[src/rtl/io_seq_pkg.sv]
// Shared types and widths for the IO supply sequencer.
package io_seq_pkg;

    localparam int STATE_W = 3;
    localparam int CNT_W   = 12;
    localparam int FCNT_W  = 8;

    typedef enum logic [STATE_W-1:0] {
        ST_OFF         = 3'd0,
        ST_WAIT_PG     = 3'd1,
        ST_DEBOUNCE    = 3'd2,
        ST_RELEASE_RET = 3'd3,
        ST_ACTIVE      = 3'd4,
        ST_FAULT       = 3'd5
    } seq_state_e;

    // Saturating increment for the fault counter; holds at all-ones.
    function automatic logic [FCNT_W-1:0] sat_inc(input logic [FCNT_W-1:0] v);
        return (v == {FCNT_W{1'b1}}) ? v : v + FCNT_W'(1);
    endfunction

endpackage

[src/rtl/io_pg_sync.sv]
// Multi-flop synchronizer for one asynchronous power-good input.
module io_pg_sync #(
    parameter int SYNC_STAGES = 2
) (
    input  logic clk,
    input  logic rst,
    input  logic d,
    output logic q
);

    logic [SYNC_STAGES-1:0] sync_q;

    // Shift the raw input through the flop chain; reset clears every stage.
    always_ff @(posedge clk) begin
        if (rst) begin
            sync_q <= '0;
        end else begin
            sync_q <= {sync_q[SYNC_STAGES-2:0], d};
        end
    end

    assign q = sync_q[SYNC_STAGES-1];

endmodule

[src/rtl/io_supply_seq.sv]
// IO supply sequencer: waits for both pad-ring supplies to be stable, then
// releases pad retention and finally enables pad outputs. Any supply loss
// after retention release latches a sticky fault until cleared.
module io_supply_seq
    import io_seq_pkg::*;
#(
    parameter int DEBOUNCE_CYC = 64,
    parameter int RET_DELAY    = 16,
    parameter int SYNC_STAGES  = 2
) (
    input  logic              clk,
    input  logic              rst,
    input  logic              en_i,
    input  logic              pg_vddio_i,
    input  logic              pg_vddx_i,
    input  logic              clr_fault_i,
    output logic              pad_ret_o,
    output logic              pad_oe_en_o,
    output logic              ready_o,
    output logic              fault_o,
    output logic              fault_irq_o,
    output logic [STATE_W-1:0] state_o,
    output logic [FCNT_W-1:0]  fault_cnt_o
);

    localparam logic [CNT_W-1:0] DEB_LAST = CNT_W'(DEBOUNCE_CYC - 1);
    localparam logic [CNT_W-1:0] RET_LAST = CNT_W'(RET_DELAY - 1);

    logic pg_vddio_s;
    logic pg_vddx_s;
    logic pg_ok;

    seq_state_e        state_q, state_d;
    logic [CNT_W-1:0]  cnt_q, cnt_d;
    logic              fault_entry;

    logic              pad_ret_q;
    logic              pad_oe_en_q;
    logic              ready_q;
    logic              fault_q;
    logic              fault_irq_q;
    logic [FCNT_W-1:0] fault_cnt_q;

    io_pg_sync #(.SYNC_STAGES(SYNC_STAGES)) u_sync_vddio (
        .clk (clk),
        .rst (rst),
        .d   (pg_vddio_i),
        .q   (pg_vddio_s)
    );

    io_pg_sync #(.SYNC_STAGES(SYNC_STAGES)) u_sync_vddx (
        .clk (clk),
        .rst (rst),
        .d   (pg_vddx_i),
        .q   (pg_vddx_s)
    );

    assign pg_ok = pg_vddio_s & pg_vddx_s;

    // Next-state and counter logic; supply loss beats enable drop once
    // retention has been released.
    always_comb begin
        state_d = state_q;
        cnt_d   = cnt_q;
        unique case (state_q)
            ST_OFF: begin
                if (en_i) state_d = ST_WAIT_PG;
            end
            ST_WAIT_PG: begin
                if (!en_i) begin
                    state_d = ST_OFF;
                end else if (pg_ok) begin
                    state_d = ST_DEBOUNCE;
                    cnt_d   = '0;
                end
            end
            ST_DEBOUNCE: begin
                if (!en_i) begin
                    state_d = ST_OFF;
                end else if (!pg_ok) begin
                    state_d = ST_WAIT_PG;
                end else if (cnt_q == DEB_LAST) begin
                    state_d = ST_RELEASE_RET;
                    cnt_d   = '0;
                end else begin
                    cnt_d = cnt_q + CNT_W'(1);
                end
            end
            ST_RELEASE_RET: begin
                if (!pg_ok) begin
                    state_d = ST_FAULT;
                end else if (!en_i) begin
                    state_d = ST_OFF;
                end else if (cnt_q == RET_LAST) begin
                    state_d = ST_ACTIVE;
                    cnt_d   = '0;
                end else begin
                    cnt_d = cnt_q + CNT_W'(1);
                end
            end
            ST_ACTIVE: begin
                if (!pg_ok) begin
                    state_d = ST_FAULT;
                end else if (!en_i) begin
                    state_d = ST_OFF;
                end
            end
            ST_FAULT: begin
                if (clr_fault_i) state_d = ST_OFF;
            end
            default: begin
                state_d = ST_OFF;
                cnt_d   = '0;
            end
        endcase
        fault_entry = (state_d == ST_FAULT) && (state_q != ST_FAULT);
    end

    // State and counter register.
    always_ff @(posedge clk) begin
        if (rst) begin
            state_q <= ST_OFF;
            cnt_q   <= '0;
        end else begin
            state_q <= state_d;
            cnt_q   <= cnt_d;
        end
    end

    // Outputs decoded from the next state so they change on the same edge
    // as the state register.
    always_ff @(posedge clk) begin
        if (rst) begin
            pad_ret_q   <= 1'b1;
            pad_oe_en_q <= 1'b0;
            ready_q     <= 1'b0;
            fault_q     <= 1'b0;
            fault_irq_q <= 1'b0;
            fault_cnt_q <= '0;
        end else begin
            pad_ret_q   <= !((state_d == ST_RELEASE_RET) || (state_d == ST_ACTIVE));
            pad_oe_en_q <= (state_d == ST_ACTIVE);
            ready_q     <= (state_d == ST_ACTIVE);
            fault_q     <= (state_d == ST_FAULT);
            fault_irq_q <= fault_entry;
            if (fault_entry) fault_cnt_q <= sat_inc(fault_cnt_q);
        end
    end

    assign pad_ret_o   = pad_ret_q;
    assign pad_oe_en_o = pad_oe_en_q;
    assign ready_o     = ready_q;
    assign fault_o     = fault_q;
    assign fault_irq_o = fault_irq_q;
    assign state_o     = state_q;
    assign fault_cnt_o = fault_cnt_q;

endmodule

[config.mk]
export PLATFORM = sky130hd
export DESIGN_NAME = io_supply_seq
export DESIGN_NICKNAME = d
export VERILOG_FILES = /design/src/rtl/io_seq_pkg.sv /design/src/rtl/io_pg_sync.sv /design/src/rtl/io_supply_seq.sv
export SDC_FILE = /design/constraint.sdc
export NUM_CORES = 1
export LEC_CHECK = 0
export BUFFER_PORTS_ARGS = -buffer_cell sky130_fd_sc_hd__buf_2
export CORE_ASPECT_RATIO = 0.8
export CORE_MARGIN = 1.5
export CORE_UTILIZATION = 35
export DETAILED_ROUTE_END_ITERATION = 16
export PLACE_DENSITY_LB_ADDON = 0.2
export SETUP_SLACK_MARGIN = 0.05
export SYNTH_ARGS = -nofsm -noshare
export SYNTH_HDL_FRONTEND = slang
export SYNTH_SLANG_ARGS = --single-unit
[constraint.sdc]
create_clock -name clk -period 6.68 [get_ports clk]
set_input_delay 1.67 -clock clk [delete_from_list [all_inputs] [get_ports clk]]
set_output_delay 1.67 -clock clk [all_outputs]
set_load 0.01 [all_outputs]
==> results of run 1 <==
[sequential cells by signal, summed over array words and instances (netlist names)]
name,count
cnt_q,12
fault_cnt_o,8
fault_irq_o,1
fault_o,1
pad_ret_o,1
ready_o,1
state_o,3
u_sync_vddio.sync_q,2
u_sync_vddx.sync_q,2
[layer usage]
metal,wire (um),vias to the layer above
met5,0,-
met4,40,0
met3,120,4
met2,1110,22
met1,1430,527
li1,-,615
[through the flow]
step	area [um^2]	hold WS, ns	total power, mW
5_1_grt	1680	0.456	0.344
3_3_place_gp	1600	0.422	0.203
4_1_cts	1680	0.426	0.332
6_report	1680	0.422	0.327
3_5_place_dp	1600	0.420	0.204
2_1_floorplan	1450	0.414	0.199
[cells by family (layout without fill, tap and decap cells)]
kind of cell	count (synthesis)	count (layout)
adders and majority gates	2	2
DFF	31	31
buffers and inverters	7	29
and+or+nand+nor	93	93
xor gates and xnor gates	11	11
AOI/OAI and AO/OA	14	14
muxes	9	9
[critical path: stages]
cell and delay [ns]:
sky130_fd_sc_hd__buf_2 0.10, sky130_fd_sc_hd__nor2b_2 0.21, sky130_fd_sc_hd__or4b_1 0.48, sky130_fd_sc_hd__o211ai_2 0.19, sky130_fd_sc_hd__a21oi_2 0.14, sky130_fd_sc_hd__nor4b_1 0.32, sky130_fd_sc_hd__mux2_2 0.37
[report_power, final]
group / internal, mW / leakage (nW) / switching (mW)
registers: 0.187 / 0.251 / 0.00148
logic: 0.00438 / 0.368 / 0.00691
clock network: 0.0691 / 0.0371 / 0.0583
total: 0.260 / 0.656 / 0.0667
[final cells by class]
| type | count | area [um^2] | share of cell area, % |
|---|---|---|---|
| clock buffers | 6 | 72.6 | 4.33 |
| inverters | 2 | 7.51 | 0.448 |
| multi-input cells | 129 | 801 | 47.8 |
| flip-flops and latches | 31 | 621 | 37.0 |
| well taps | 55 | 68.8 | 4.11 |
| repair buffers | 21 | 105 | 6.27 |
[layout by cell type (no fill, tap or decap), drive strengths merged, types with 6 or more instances in the layout]
cell     n
buf     21
clkbuf   6
dfxtp   31
mux2     6
nand2   11
nand3    6
nor2    29
nor2b   14
nor3     8
xor2     7
[final timing paths]
kind,from,to,slack [ns],cells past startpoint
hold reg to reg,u_sync_vddio.sync_q[0],u_sync_vddio.sync_q[1],0.42,1
hold / removal,u_sync_vddio.sync_q[0],u_sync_vddio.sync_q[1],0.42,1
setup / recovery,en_i,fault_cnt_o[2],3.36,7
setup reg to reg,cnt_q[0],fault_cnt_o[2],4.35,7
==> results.md, run 1 <==
Synth:
- The sequential fraction of the synthesis area is 42.8%.
- The cell count after synthesis is 167.
- The library cell occupying the most area in the post-synthesis netlist is sky130_fd_sc_hd__dfxtp_1.
- In the synthesized netlist the dominant register cell turns out to be sky130_fd_sc_hd__dfxtp_1.
- The commonest cells after synthesis are sky130_fd_sc_hd__dfxtp_1 (31), sky130_fd_sc_hd__nor2_1 (29), sky130_fd_sc_hd__nor2b_1 (13).
- The xor and xnor fraction of the mapped netlist area is 6.64%.
- The most numerous cell in the Yosys netlist is sky130_fd_sc_hd__dfxtp_1.
- The cell area that synthesis handed to floorplanning was about 1500 um^2.
- Counting every net in the synthesized netlist gives 175.
- The share of synthesized registers carrying an async set or reset is 0%.
- After Yosys synthesis, and, or, nand and nor cells account for 33.2% of the synthesized area.
- During synthesis, Yosys emitted a total of 0 warnings.
- The portion of netlist area occupied by mux cells is under 10%.
- Yosys attributes the largest share of cell area to sky130_fd_sc_hd__dfxtp_1 (43%), sky130_fd_sc_hd__nor2_1 (7.5%), sky130_fd_sc_hd__nor2b_1 (5.6%).
- Yosys mapped a number of flops with a built-in enable equal to 0.
- The synthesized-area fraction occupied by ao, oa, aoi and oai cells is 6.90%.
- The top cell type's share of synthesized area is 42.8%.
- The post-synthesis adder-cell area fraction is 1.72%.
- In this run the mean area of a mapped cell was around 8.7 um^2.
- By area, the combinational part of the netlist is dominated by simple AND/OR/NAND/NOR gates.
- Counting flops and latches in the post-synthesis netlist gives 31.
- The distinct cell type count after synthesis is 38.

Timing:
- The measured slew at the worst slew-check pin is 0.634 ns.
- The fraction of the cycle the final worst path needs is 49.7%.
- The relative slew slack is 57.4%.
- The total count of max-transition violations in the final report is 0.
- The setup slack of the critical path after layout is 3.36 ns.
- The final count of hold timing violations was 0.
- The number of failing setup endpoints in the final timing report is 0.
- For this run, the top clock speed supported by timing is 0.301 GHz.
- Setup repair after global routing left no endpoint under its margin.
- The post-route clock skew is 0.00943 ns.
- The total negative slack for setup checks is 0 ns.
- The minimum period implied by the final worst setup slack is 3.32 ns.

Cells and area:
- In the final design database the tool counted 198 nets.
- Cells fill between 40% and 50% of the core in the end.
- The final non-filler cell total is 244.
- The layout overhead on the synthesized area is 15.4%.
- The repair_antennas step left the layout with diodes totalling 0.
- The ratio of cells with drive above 1 in the final layout is 19.6%.
- The number of fill cells is 374.

Clocking:
- TritonCTS built the clock tree.
- The worst-case clock buffer depth is 2.
- The master cell of the clock root buffer is sky130_fd_sc_hd__clkbuf_8.
- After clock tree synthesis, the flow added hold-fix buffers numbering 0.
- The clock-pin slew on the worst setup and hold paths is about 0.06 ns.
- In this run the number of H-tree levels came out at 2.
- At the later pin of the worst-skew pair, clock insertion delay measures 0.27 ns.
- The number of clock sinks is 31.
- The number of buffers created by CTS is 5.
- After clock tree synthesis, the repair step resized 0 gates.
- After clock tree synthesis, the setup repair step added 0 buffers.

Placed design:
- The routability congestion estimate from global placement is 0.778.
- The number of instances in the placed design is between 200 and 250.
- Summed over all nets, the half-perimeter wirelength after detailed placement is just under 2000 um.
- The worst slack after detailed placement is 3.08 ns.
- Port buffering added 21 buffers.

Pwr:
- The worst voltage drop across the vdd grid is 0.0000978 V.
- The leakage power total is 0.656 nW.
- For this design the ratio of total power to cell area is 195 nW/um^2.

Hold path:
- The class of the worst hold path is reg -> reg.

Drt:
- Dividing the detail-routed wire length by the instance count gives 11.1 um.
- After the first detailed-routing iteration, the DRC count stood at 64.
- The routed layout has 1168 vias.
- The total iterations of the first detailed-routing run is 4.
- The post-route DRC violation count is 0.
- After detailed routing, the number of vias per cell comes to 4.79.
- Once detail routing completed, the nets flagged for antenna violations numbered 0.
- The routed design has roughly 2700 um of wire.

Critical path:
- The startpoint type of the worst setup path is an input pin.
- Of all nets on the critical path, the largest fanout is 8.
- The type of the worst setup path is in -> reg.
- At the worst endpoint, the required time is 6.84 ns.
- STA classifies the critical path endpoint as a flip-flop.
- At the worst endpoint, the arrival time is approximately 3.5 ns.

Global routing:
- The layer flagged by global routing as most heavily used is met2.
- Global routing used 13.7% of the available tracks across all layers.
- The maximum number of pins on one net before global-route repair is 27.
- For this run, global-route usage on met1 was measured as 18.6%.
- The routing usage on met2 is 19.6%.
- The fraction of met3 tracks used by global routing is under 10%.
- The first global-routing pass estimated 4710 um of wire.
- The total overflow reported by the global router is 0.
- The via count of the first global-routing pass is 1113.
- The initial antenna violation count is 0.

Die:
- The starting density of the core is between 30% and 40%.
- The vertical die dimension is just over 60 um.
- The die boundary width is 75.0 um.
- The number of rows in the core area is 20.
- The die area is 4540 um^2.
- The core footprint is 3880 um^2.
- The number of I/O pins is 22.

Job:
- Across the run, the number of max-cap violations was 0.

Outcome:
- The flow ran to the end, and the final reports show no timing, DRC or antenna violations.
Note: power is estimated with default switching activity, not from simulation.
==> inputs of run 2 (changes only) <==
Clock period 6.68 ns to 3.13 ns, I/O delays scaled along.
==> results.md, run 2 (synthesis gave the netlist of run 1 again) <==
Pwr:
- Of the total power, combinational logic draws 3.5%.
- The worst voltage drop across the vdd grid is 0.000257 V.
- In this run switching power makes up ~22% of total power.
- The cell internal power dissipation is 0.581 mW.
- The power dissipated by switching net loads is 0.159 mW.
- In this run the power density over the cells is 436 nW/um^2.
- Per report_power, the clock group accounts for 42.3% of the total.
- Sequential cells burn between 50% and 60% of the power.
- For this design the static power due to leakage is 0.671 nW.

Placed design:
- The routability congestion estimate from global placement is around 0.79.
- During placement, the flow inserted port buffers numbering 21.
- The detailed placement HPWL is 2070 um.

Timing:
- The worst pin sits at a relative slew slack of 60.5%.
- Setup repair after global routing left no endpoint under its margin.
- The minimum hold slack is 0.430 ns.
- Based on the critical path, the design can be clocked at up to 0.411 GHz.
- The number of failing setup endpoints in the final timing report is 0.
- Summed over all failing endpoints, the final setup total negative slack is 0 ns.
- The total count of max-transition violations in the final report is 0.
- After layout, the worst path uses 77.7% of the clock period.
- The final count of hold timing violations is 0.
- The minimum period implied by the final worst setup slack is 2.43 ns.
- The post-route clock skew is slightly below 0.008 ns.
- For the pin with the worst max-slew slack, the measured transition is 0.592 ns.

Cells and area:
- Relative to the synthesized area, the layout overhead comes to 17.0%.
- The net count of the finished layout is 199.
- The count of inserted antenna diode cells is 0.
- The register with the most flip-flops in the layout has 12 of them.
- The number of fill cells is 382.
- In the layout the commonest cells are sky130_fd_sc_hd__dfxtp_1 (31), sky130_fd_sc_hd__nor2_1 (29), sky130_fd_sc_hd__buf_2 (21).
- In the final layout, the share of cells above drive strength 1 is 20.9%.
- Counting flops per register, the top entry is cnt_q.
- The commonest non-fill, non-tap cell in the layout is sky130_fd_sc_hd__dfxtp_1.

Hold path:
- In this run the worst hold path is classified as reg -> reg.

Critical path:
- The maximum fanout along the worst path is 8.
- The arrival time reported for the critical path endpoint is 2.60 ns.
- The type of the worst setup path is in -> reg.
- The data required time at the worst endpoint is ~3.3 ns.
- STA classifies the critical path startpoint as an input pin.
- The worst setup path is captured at a flip-flop.

Clocking:
- Once the clock tree was built, the resizer swapped 0 gates to a different size.
- The CTS tree is built.
- After clock tree synthesis, the clock-pin slew on the worst setup and hold paths is 0.06 ns.
- The number of clock sinks is 31.
- The CTS H-tree depth is 2.
- The post-CTS setup buffer count is 0.
- The worst-case clock buffer depth is 2.
- The source-to-sink clock delay at the later pin of the worst-skew pair is about 0.28 ns.
- Hold repair after CTS inserted 0 buffers.
- The number of buffers created by CTS is 5.
- CTS placed an instance of sky130_fd_sc_hd__clkbuf_8 at the clock tree root.

Job:
- Across the run, the number of max-cap violations was 0.

Drt:
- Dividing the detail-routed wire length by the instance count gives ~12 um.
- The final layout contains routed wiring with a total length of 2840 um.
- The pre-antenna-repair detailed-routing pass consisted of 4 iterations.
- Signal routing reaches up to met4.
- In this run, the number of DRC markers left after iteration 0 of detailed routing was 54.
- For this run, design rule violations remaining after detail routing come to 0.
- Wire segments on met2 add up to 1230 um in the final route.
- The number of vias after detailed routing is 1214.
- Using the TritonRoute via totals, the vias-per-cell ratio works out to 4.93.
- Wire segments on met3 add up to 164 um in the final route.
- The routed metal-1 wire length is 1400 um.
- Once detail routing completed, the nets flagged for antenna violations numbered 0.

Global routing:
- The overall track demand over capacity in global routing is 14.1%.
- The initial antenna violation count is 0.
- The first global-routing pass estimated 4700 um of wire.
- The maximum number of pins on one net before global-route repair is 27.
- For this run the aggregate overflow at the end of global routing stands at 0.
- The via count of the first global-routing pass is 1070.

Die:
- The floorplan step defined a die boundary enclosing 4540 um^2.
- From bottom edge to top edge, the die measures roughly 60 um.
- Measured along the x axis, the die boundary spans 75.0 um.
- The starting density of the core is 37.4%.
- The number of I/O pins is 22.
- The region available for standard cell placement spans 3880 um^2.
- The floorplan has 20 rows.

Outcome:
- The flow ran to the end, and the final reports show no timing, DRC or antenna violations.
==> run 2: routing by layer <==
layer	GRT usage, %	vias to the layer above
met5	0	-
met4	7.79	0
met3	4.65	4
met2	20.7	35
met1	18.4	555
li1	-	620
==> run 2: area by class of cell <==
| type | instances | area (um^2) | share of cell area, % |
|---|---|---|---|
| repair buffers | 22 | 113 | 6.63 |
| multi-input cells | 129 | 801 | 47.2 |
| clock inverters | 1 | 5.00 | 0.295 |
| inverters | 2 | 7.51 | 0.442 |
| well taps | 55 | 68.8 | 4.05 |
| flip-flops and latches | 31 | 621 | 36.6 |
| clock buffers | 6 | 82.6 | 4.86 |
==> run 2: per-stage QoR <==
stage | area, um^2 | utilization (%) | power [mW] | std cells | worst slack (ns)
2_1_floorplan | 1450 | - | 0.426 | 167 | 0.665
3_5_place_dp | 1610 | 41.5 | 0.436 | 239 | 0.407
5_1_grt | 1700 | 43.8 | 0.767 | 246 | 0.572
3_3_place_gp | 1610 | 41.5 | 0.435 | 239 | 0.481
6_report | 1700 | 43.8 | 0.740 | 246 | 0.697
4_1_cts | 1700 | 43.8 | 0.750 | 246 | 0.712
==> run 2: final timing paths <==
| kind | from | to | slack [ns] | cells after the start |
|---|---|---|---|---|
| worst max-delay path | en_i | fault_cnt_o[0] | 0.70 | 7 |
| worst min-delay path | u_sync_vddio.sync_q[0] | u_sync_vddio.sync_q[1] | 0.43 | 1 |
| worst max register to register | cnt_q[0] | fault_cnt_o[0] | 0.80 | 7 |
| worst min register to register | u_sync_vddio.sync_q[0] | u_sync_vddio.sync_q[1] | 0.43 | 1 |
==> run 2: power groups by stage <==
stage	combinational [mW]	clock, mW	sequential [mW]
floorplan	0.0161	0	0.410
global placement	0.0248	0	0.410
detailed placement	0.0257	0	0.410
CTS	0.0257	0.323	0.401
global route	0.0288	0.336	0.402
finish	0.0256	0.313	0.401
==> run 2: critical path, stage by stage <==
cell and delay (ns):
sky130_fd_sc_hd__buf_2 0.10, sky130_fd_sc_hd__nor2b_2 0.21, sky130_fd_sc_hd__or4b_1 0.48, sky130_fd_sc_hd__o211ai_2 0.19, sky130_fd_sc_hd__a21oi_2 0.14, sky130_fd_sc_hd__nor3_1 0.33
sky130_fd_sc_hd__mux2_2 0.38
